`src/rtl/cordic_pkg.sv`:
```
// Shared types and constants for the iterative CORDIC rotator.
// Gain compensation is compiled in when CORDIC_GAIN_COMP_EN is defined.
package cordic_pkg;

  typedef enum logic [1:0] {
    ST_IDLE,
    ST_ROT,
    ST_GAIN,
    ST_OUT
  } cordicState_e;

  localparam logic [1:0] QUAD_0 = 2'd0;
  localparam logic [1:0] QUAD_1 = 2'd1;
  localparam logic [1:0] QUAD_2 = 2'd2;
  localparam logic [1:0] QUAD_3 = 2'd3;

  // Approximates 1/K = 0.6074 as v/2 + v/8 - v/64 - v/512
  localparam int GAIN_SH_A = 1;
  localparam int GAIN_SH_B = 3;
  localparam int GAIN_SH_C = 6;
  localparam int GAIN_SH_D = 9;

  // 2^32 / (2*pi): converts a small angle in radians to 32-bit turn units
  localparam logic [63:0] ANGLE_SCALE32 = 64'd683565276;

  // atan(2^-k) as a fraction of a full turn, rounded to pw bits
  function automatic logic [31:0] atanEntry(input int k, input int pw);
    logic [63:0] a32;
    case (k)
      0:       a32 = 64'd536870912;
      1:       a32 = 64'd316933406;
      2:       a32 = 64'd167458907;
      3:       a32 = 64'd85004757;
      4:       a32 = 64'd42667331;
      5:       a32 = 64'd21354466;
      6:       a32 = 64'd10679838;
      7:       a32 = 64'd5340245;
      8:       a32 = 64'd2670163;
      9:       a32 = 64'd1335087;
      default: a32 = (ANGLE_SCALE32 + (64'd1 << (k - 1))) >> k;
    endcase
    if (pw >= 32) begin
      return a32[31:0];
    end
    return 32'((a32 + (64'd1 << (31 - pw))) >> (32 - pw));
  endfunction

endpackage

```
`src/rtl/cordic_prerotate.sv`:
```
// Input formatting plus quadrant pre-rotation: folds the phase into
// [-1/8, +1/8) turn and rotates the vector by the removed quarter turns.
module cordic_prerotate
  import cordic_pkg::*;
#(
  parameter int IW = 12,
  parameter int WW = 15,
  parameter int PW = 19
) (
  input  logic signed [IW-1:0] x_i,
  input  logic signed [IW-1:0] y_i,
  input  logic        [PW-1:0] phase_i,
  output logic signed [WW-1:0] x_o,
  output logic signed [WW-1:0] y_o,
  output logic signed [PW-1:0] z_o
);

  localparam int G = WW - IW - 2;
  localparam logic [PW-1:0] PHASE_EIGHTH = PW'(1) << (PW - 3);

  logic signed [WW-1:0] xFmt;
  logic signed [WW-1:0] yFmt;
  logic        [PW-1:0] phaseOff;
  logic        [1:0]    quad;

  assign xFmt     = {{(WW - IW){x_i[IW-1]}}, x_i} << G;
  assign yFmt     = {{(WW - IW){y_i[IW-1]}}, y_i} << G;
  assign phaseOff = phase_i + PHASE_EIGHTH;
  assign quad     = phaseOff[PW-1 -: 2];
  assign z_o      = phase_i - {quad, {(PW - 2){1'b0}}};

  always_comb begin
    x_o = xFmt;
    y_o = yFmt;
    case (quad)
      QUAD_1: begin
        x_o = -yFmt;
        y_o = xFmt;
      end
      QUAD_2: begin
        x_o = -xFmt;
        y_o = -yFmt;
      end
      QUAD_3: begin
        x_o = yFmt;
        y_o = -xFmt;
      end
      default: begin
        x_o = xFmt;
        y_o = yFmt;
      end
    endcase
  end

endmodule

```
`src/rtl/cordic_iter.sv`:
```
// Iterative CORDIC rotator, one micro-rotation per clock.
// Define CORDIC_GAIN_COMP_EN to add a GAIN state that removes the ~1.647 gain.
module cordic_iter
  import cordic_pkg::*;
#(
  parameter int IW      = 12,
  parameter int WW      = 15,
  parameter int PW      = 19,
  parameter int NSTAGES = 13
) (
  input  logic                 i_clk,
  input  logic                 i_reset_n,
  input  logic                 i_stb,
  input  logic signed [IW-1:0] i_xval,
  input  logic signed [IW-1:0] i_yval,
  input  logic        [PW-1:0] i_phase,
  output logic                 o_busy,
  output logic                 o_done,
  output logic signed [WW-1:0] o_xval,
  output logic signed [WW-1:0] o_yval
);

  localparam int CW = (NSTAGES > 1) ? $clog2(NSTAGES) : 1;
  localparam logic [CW-1:0] LAST = CW'(NSTAGES - 1);

  cordicState_e state_q, state_d;
  logic [CW-1:0] cnt_q, cnt_d;
  logic signed [WW-1:0] x_q, x_d, y_q, y_d;
  logic signed [WW-1:0] xOut_q, xOut_d, yOut_q, yOut_d;
  logic signed [PW-1:0] z_q, z_d;
  logic signed [WW-1:0] xPre, yPre, xNext, yNext, xSh, ySh;
  logic signed [PW-1:0] zPre, zNext;
  logic [PW-1:0] angleTab [2**CW];
  logic accept;

  for (genvar k = 0; k < 2**CW; k++) begin : gAngle
    if (k < NSTAGES) begin : gUsed
      assign angleTab[k] = PW'(atanEntry(k, PW));
    end else begin : gPad
      assign angleTab[k] = '0;
    end
  end

  cordic_prerotate #(
    .IW(IW),
    .WW(WW),
    .PW(PW)
  ) uPrerotate (
    .x_i    (i_xval),
    .y_i    (i_yval),
    .phase_i(i_phase),
    .x_o    (xPre),
    .y_o    (yPre),
    .z_o    (zPre)
  );

`ifdef CORDIC_GAIN_COMP_EN
  function automatic logic signed [WW-1:0] gainComp(input logic signed [WW-1:0] v);
    return (v >>> GAIN_SH_A) + (v >>> GAIN_SH_B) - (v >>> GAIN_SH_C) - (v >>> GAIN_SH_D);
  endfunction
`endif

  // Rotate toward zero residual; both updates use the pre-update x and y
  always_comb begin
    xSh = x_q >>> cnt_q;
    ySh = y_q >>> cnt_q;
    if (!z_q[PW-1]) begin
      xNext = x_q - ySh;
      yNext = y_q + xSh;
      zNext = z_q - $signed(angleTab[cnt_q]);
    end else begin
      xNext = x_q + ySh;
      yNext = y_q - xSh;
      zNext = z_q + $signed(angleTab[cnt_q]);
    end
  end

  assign accept = i_stb && ((state_q == ST_IDLE) || (state_q == ST_OUT));

  always_comb begin
    state_d = state_q;
    cnt_d   = cnt_q;
    x_d     = x_q;
    y_d     = y_q;
    z_d     = z_q;
    xOut_d  = xOut_q;
    yOut_d  = yOut_q;
    case (state_q)
      ST_IDLE, ST_OUT: begin
        state_d = ST_IDLE;
        if (accept) begin
          state_d = ST_ROT;
          cnt_d   = '0;
          x_d     = xPre;
          y_d     = yPre;
          z_d     = zPre;
        end
      end
      ST_ROT: begin
        x_d   = xNext;
        y_d   = yNext;
        z_d   = zNext;
        cnt_d = cnt_q + CW'(1);
        if (cnt_q == LAST) begin
          cnt_d = '0;
`ifdef CORDIC_GAIN_COMP_EN
          state_d = ST_GAIN;
`else
          state_d = ST_OUT;
          xOut_d  = xNext;
          yOut_d  = yNext;
`endif
        end
      end
`ifdef CORDIC_GAIN_COMP_EN
      ST_GAIN: begin
        xOut_d  = gainComp(x_q);
        yOut_d  = gainComp(y_q);
        state_d = ST_OUT;
      end
`endif
      default: state_d = ST_IDLE;
    endcase
  end

  always_ff @(posedge i_clk or negedge i_reset_n) begin
    if (!i_reset_n) begin
      state_q <= ST_IDLE;
      cnt_q   <= '0;
      x_q     <= '0;
      y_q     <= '0;
      z_q     <= '0;
      xOut_q  <= '0;
      yOut_q  <= '0;
    end else begin
      state_q <= state_d;
      cnt_q   <= cnt_d;
      x_q     <= x_d;
      y_q     <= y_d;
      z_q     <= z_d;
      xOut_q  <= xOut_d;
      yOut_q  <= yOut_d;
    end
  end

  assign o_busy = (state_q == ST_ROT) || (state_q == ST_GAIN);
  assign o_done = (state_q == ST_OUT);
  assign o_xval = xOut_q;
  assign o_yval = yOut_q;

endmodule
```
`config.mk`:
```
export PLATFORM = sky130hd
export DESIGN_NAME = cordic_iter
export DESIGN_NICKNAME = d
export VERILOG_FILES = /design/src/rtl/cordic_pkg.sv /design/src/rtl/cordic_prerotate.sv /design/src/rtl/cordic_iter.sv
export SDC_FILE = /design/constraint.sdc
export NUM_CORES = 1
export LEC_CHECK = 0
export BUFFER_PORTS_ARGS = -buffer_cell sky130_fd_sc_hd__buf_2
export CORE_UTILIZATION = 35
export CTS_CLUSTER_SIZE = 10
export DETAILED_ROUTE_END_ITERATION = 8
export PLACE_DENSITY = 0.61
export SYNTH_ARGS = -nofsm -noshare
export SYNTH_HDL_FRONTEND = slang
export SYNTH_SLANG_ARGS = --single-unit
```
`constraint.sdc`:
```
create_clock -name i_clk -period 4.75 [get_ports i_clk]
set_input_delay 1.425 -clock i_clk [delete_from_list [all_inputs] [get_ports i_clk]]
set_output_delay 1.425 -clock i_clk [all_outputs]
set_load 0.01 [all_outputs]
```
==> reports/results.ini, run 1 <==
[run_status]
outcome = complete, no violations

[global_route]
grt-ovfl-total = 0
grt_pass1_wl_mm = 46.9
grt_pass1_vias = 8574
grt_max_degree = 48
antenna_found_initial = 0
track_usage_pct = 21.0

[clocking]
htreeDepth = 3
clock_latency_ns = 0.36
clkTransAtPathRegs_ns = 0.08
cts-root-buf = clkbuf_16
cts_sinks = 85
cts_made_buffers = 9
ctsHoldBuffers = 0
cts_tree = yes
clockBufferDepth = 2

[synthesis]
ys.flop_type = dfrtp_1
synth.top_cells.by_count = nand2_1, a21oi_1, nor2_1, o21ai_0, dfrtp_1
syn_area_um2 = 9520
synth_edf_count = 0
ys_ff_latch = 85
synth_most_common_cell = nand2_1
synth.avg_cell_area_um2 = 8.12
synth_top_area_cell = dfrtp_1
synth.distinct_cells = 72
async_reset_ff_share_pct = 100
synth_top_area_share_pct = 22.4
ys_seq_area_share_pct = 22.4
ys_top_cells_by_area = dfrtp_1, ha_1, a21oi_1
netlist_instances = 1172
syn_nets = 1288
yosys_warnings = 0

[place]
place_congestion = 0.937
hpwlAfterDp_mm = 23.0
dp.cells = 1575
dp_slack_ns = -0.0115
io_buffer_count = 77

[setup_path]
crit_family = compound AO/OA/AOI/OAI gates
path_buf_inv = 2
critPathLaunchType = flop
path_class = flop to flop
required_ns = 5.00
endpoint_kind = flop
crit_arrival_ns = 4.81
cp_slowest_cell = dfrtp_4
worstPathMaxFanout = 8
path_cells = clkbuf_4 > nor2_2 > mux2_2 > mux4_2 > inv_1 > ha_1 > or3b_4 > o31ai_1 > xor2_1 > ha_1 > o21ai_1 > o311ai_4 > o21ai_0 > xor2_1 > a32o_1 > a21oi_1
slowest_delay_ns = 0.56

[routing]
drt-total-wl_mm = 29.5
wl_per_cell_um = 18.5
ant_nets = 0
drc_errors = 0
dr.pass1.iters = 5
viasPerCell = 5.69
vias = 9062
drt-initial-drc-count = 643

[floorplan]
coreArea_um2 = 26400
start_util_pct = 36.1
fp.dieH_um = 167
dieArea_um2 = 27900
die_w_um = 167
rows = 59
top_level_ports = 78

[sta]
clock.fmax_ghz = 0.219
slew_headroom_pct = 48.4
tightest_slew_ns = 0.770
period_needed_ns = 4.56
clock_skew_ns = 0.0133
setup_tns_ns = 0
finalSetupViolCount = 0
slew_violations = 0
period_share_pct = 96.0
hold_viol = 0
layout_setup_ws_ns = 0.192

[layout]
final_net_count = 1369
instances_no_fill = 1593
fillers = 2685
antenna_cells = 0
layout-drive-gt1-share_pct = 19.2
areaGrowthSynthToFinish_pct = 14.7
final_core_util_pct = 41.4

[min_path]
hp-class = flop to flop

[run]
maxCapViolCount = 0

==> cells in the final DEF (no fill, tap or decap), drive strengths merged, types with 8 or more instances in the layout <==
cell type / Yosys / layout
buf: 19 / 140
nand2: 118 / 118
a21oi: 112 / 112
nor2: 107 / 107
o21ai: 95 / 95
dfrtp: 85 / 85
ha: 67 / 67
xnor2: 60 / 60
inv: 51 / 54
xor2: 47 / 47
mux2i: 30 / 30
mux4: 30 / 30
a31oi: 28 / 28
mux2: 24 / 24
o22ai: 23 / 23
nand2b: 18 / 18
nand3: 17 / 17
nor3: 16 / 16
a211oi: 14 / 14
o211ai: 13 / 13
or3: 13 / 13
a21o: 12 / 12
nor4: 11 / 11
clkbuf: 52 / 11
o21a: 8 / 8
==> area by class of cell <==
class	instances	area (um2)	area share, %
clock buffers	10	239	2.19
clock inverters	6	53.8	0.493
inverters	52	199	1.82
multi-input cells	964	6990	64.0
flip-flops and latches	85	2130	19.5
well taps	335	419	3.84
repair buffers	141	881	8.07
==> metal layers <==
metal	wire length, um	track usage [%]
met1	13200	28.1
met2	14100	34.8
met3	1490	3.07
met4	815	6.92
met5	0	0
==> registers in the layout, indices dropped and copies added (netlist names) <==
name,cells
cnt_q,4
o_xval,15
o_yval,15
state_q,2
x_q,15
y_q,15
z_q,19
==> per-stage QoR <==
step,hold WS (ns),area (um2)
floorplan,0.456,9520
global placement,0.463,10500
detailed placement,0.465,10500
CTS,0.483,10800
global route,0.518,10900
finish,0.481,10900
==> kinds of logic (layout without fill, tap and decap cells) <==
group	after synthesis	after routing	share of synthesized area, %
buffers and inverters	123	209	5.18
adder cells (fa/ha/maj)	70	70	9.44
XOR/XNOR	107	107	9.85
AND/OR/NAND/NOR	343	343	16.7
multiplexers	84	84	13.4
flip-flops	85	85	22.4
AO/OA/AOI/OAI	360	360	23.0
==> path summary, 6_finish.rpt <==
check / from / end / slack [ns] / cells after the start
worst max-delay path: cnt_q[0]$_DFFE_PN0P_ / x_q[12]$_DFFE_PN0P_ / 0.19 / 16
worst min register to register: o_yval[14]$_DFFE_PN0P_ / o_yval[14]$_DFFE_PN0P_ / 0.48 / 2
worst min-delay path: o_yval[14]$_DFFE_PN0P_ / o_yval[14]$_DFFE_PN0P_ / 0.48 / 2
worst max register to register: cnt_q[0]$_DFFE_PN0P_ / x_q[12]$_DFFE_PN0P_ / 0.19 / 16
max in group asynchronous: i_reset_n / o_xval[4]$_DFFE_PN0P_ / 2.95 / 2
min in group asynchronous: i_reset_n / z_q[14]$_DFFE_PN0P_ / 0.97 / 1
==> worst reg2reg max path: cells and delay by family (launching register included) <==
kind	cells	cell delay, ns
buffers and inverters	2	0.29
and+or+nand+nor	2	0.55
adders and majority gates	2	0.46
xor gates and xnor gates	2	0.48
muxes	2	0.86
AOI/OAI and AO/OA	6	1.22
DFF	1	0.56
==> repair_timing <==
action                     CTS  global route
pin swaps                    0             4
gates cloned                 0             0
gates resized for setup      1            27
buffers inserted             0             2
setup endpoints to repair    2            25
Power of run 1 is not shown: default switching activity piles up to over one toggle a cycle in this logic, so the estimate is an artifact.
==> run 2, diff against run 1 <==
--- a/config.mk
+++ b/config.mk
@@ -7,8 +7,10 @@
 export LEC_CHECK = 0
 export BUFFER_PORTS_ARGS = -buffer_cell sky130_fd_sc_hd__buf_2
+export CELL_PAD_IN_SITES_DETAIL_PLACEMENT = 1
+export CELL_PAD_IN_SITES_GLOBAL_PLACEMENT = 1
 export CORE_UTILIZATION = 35
 export CTS_CLUSTER_SIZE = 10
 export DETAILED_ROUTE_END_ITERATION = 8
-export PLACE_DENSITY = 0.61
+export PLACE_DENSITY = 0.75
 export SYNTH_ARGS = -nofsm -noshare
 export SYNTH_HDL_FRONTEND = slang
==> constraint.sdc (replaced) <==
create_clock -name i_clk -period 4.75 [get_ports i_clk]
set_input_delay 0.95 -clock i_clk [delete_from_list [all_inputs] [get_ports i_clk]]
set_output_delay 0.95 -clock i_clk [all_outputs]
set_load 0.01 [all_outputs]
==> run 2 against run 1 <==
  * Via count is 3.6% higher
  * Wire length is 15% higher
  * Hold slack better by 0.0029 ns
  * Critical path type unchanged
==> reports/results.ini, run 2 (synthesis gave the netlist of run 1 again) <==
[sta]
finalSetupViolCount = 0
period_share_pct = 95.7
period_needed_ns = 4.54
slew_headroom_pct = 29.9
rsz0062_at_grt = yes
slew_violations = 0
clock_skew_ns = 0.0120
hold_viol = 0
tightest_slew_ns = 1.05
clock.fmax_ghz = 0.220

[floorplan]
rows = 59
dieArea_um2 = 27900
top_level_ports = 78
start_util_pct = 36.1
fp.dieH_um = 167
coreArea_um2 = 26400
die_w_um = 167

[run]
maxCapViolCount = 0

[global_route]
antenna_found_initial = 0
grt_max_degree = 48
track_usage_pct = 24.2
grt_pass1_vias = 9426
grt-ovfl-total = 0
grt_pass1_wl_mm = 53.0

[routing]
wl_per_cell_um = 21.2
drt-initial-drc-count = 643
vias = 9391
drc_errors = 0
dr.pass1.iters = 5
viasPerCell = 5.88
drt-total-wl_mm = 33.9
ant_nets = 0

[clocking]
htreeDepth = 3
cts-root-buf = clkbuf_16
clockBufferDepth = 2
clock_latency_ns = 0.36
clkTransAtPathRegs_ns = 0.08
cts_made_buffers = 9
cts_sinks = 85
cts_tree = yes
ctsHoldBuffers = 0

[layout]
instances_no_fill = 1597
layout-drive-gt1-share_pct = 19.1
multi_input_area_um2 = 6980
final_common_cell = nand2_1
regMostFlops = z_q
areaGrowthSynthToFinish_pct = 15.6
fillers = 3170
antenna_cells = 0
final_cell_mix = nand2_1, a21oi_1, nor2_1
largest_reg_flops = 19
final_net_count = 1373
regArea_um2 = 2130

[setup_path]
required_ns = 5.02
endpoint_kind = flop
critPathLaunchType = flop
worstPathMaxFanout = 7
crit_arrival_ns = 4.82
path_class = flop to flop

[run_status]
outcome = complete, no violations

[place]
place_congestion = 0.946
dp.cells = 1572
hpwlAfterDp_mm = 25.7
io_buffer_count = 77

[min_path]
hp-class = flop to flop

run 2: changes by cell type in the layout (fill, tap and decap cells not counted), sizes merged:
cell	change
buf	+3
bufinv	+1
clkbuf	+1
clkinv	+1
clkinvlp	-1
inv	-1
run 2: path summary, 6_finish.rpt:
path	start	to	slack, ns	depth (start not counted)
max in group asynchronous	i_reset_n	o_xval[0]$_DFFE_PN0P_	3.14	2
setup / recovery	cnt_q[0]$_DFFE_PN0P_	z_q[16]$_DFFE_PN0P_	0.21	20
min in group asynchronous	i_reset_n	o_yval[12]$_DFFE_PN0P_	0.62	1
setup reg to reg	cnt_q[0]$_DFFE_PN0P_	z_q[16]$_DFFE_PN0P_	0.21	20
hold reg to reg	o_yval[10]$_DFFE_PN0P_	o_yval[10]$_DFFE_PN0P_	0.48	2
hold / removal	o_yval[10]$_DFFE_PN0P_	o_yval[10]$_DFFE_PN0P_	0.48	2
run 2: critical path, stage by stage, from the launching register on:
cell	delay, ns
dfrtp_2	0.43
clkbuf_4	0.18
buf_4	0.16
buf_4	0.16
ha_1	0.20
nor2b_1	0.14
nor2_1	0.13
a21oi_1	0.07
inv_1	0.09
ha_1	0.16
o21ai_0	0.22
o41ai_2	0.34
xnor2_1	0.14
ha_1	0.40
nand4_1	0.15
a211oi_1	0.48
o221ai_4	0.22
a211oi_1	0.33
o21ai_0	0.15
mux2i_1	0.13
nor3_1	0.17
run 2: area by class of cell:
| class | instances | share of cell area (%) |
|---|---|---|
| Clock buffer | 10 | 2.17 |
| Multi-Input combinational cell | 964 | 63.5 |
| Inverter | 52 | 1.77 |
| Tap cell | 335 | 3.81 |
| Sequential cell | 85 | 19.4 |
| Timing Repair Buffer | 145 | 8.78 |
| Clock inverter | 6 | 0.626 |
run 2: repair_timing:
| action | in CTS | in global routing |
|---|---|---|
| resized for setup | 0 | 18 |
| endpoints found under the hold margin | 0 | 0 |
| pin swaps | 0 | 2 |
| endpoints found under the setup margin | 1 | 20 |
| buffers inserted | 2 | 6 |
| gates cloned | 0 | 1 |
run 2: metrics by stage:
stage / setup slack, ns / area [um2] / hold slack, ns / TNS (ns) / util [%]
6_report: 0.206 / 11000 / 0.483 / 0 / 41.7
5_1_grt: -0.0677 / 11000 / 0.513 / -0.199 / 41.7
3_5_place_dp: 0.00650 / 10500 / 0.466 / 0 / 39.9
4_1_cts: 0.0379 / 10800 / 0.484 / 0 / 41.1
3_3_place_gp: 0.106 / 10500 / 0.459 / 0 / 39.9
2_1_floorplan: 0.0511 / 9520 / 0.456 / 0 / -
run 2: per-layer routing:
layer / global-route usage [%] / share of wire [%] / up-vias
met5: 0 / 0 / -
met3: 3.14 / 4.4 / 65
met1: 30.7 / 43 / 4640
met2: 41.2 / 49 / 269
met4: 10.4 / 3.7 / 0
li1: - / - / 4417
Power of run 2 is left out for the same reason.
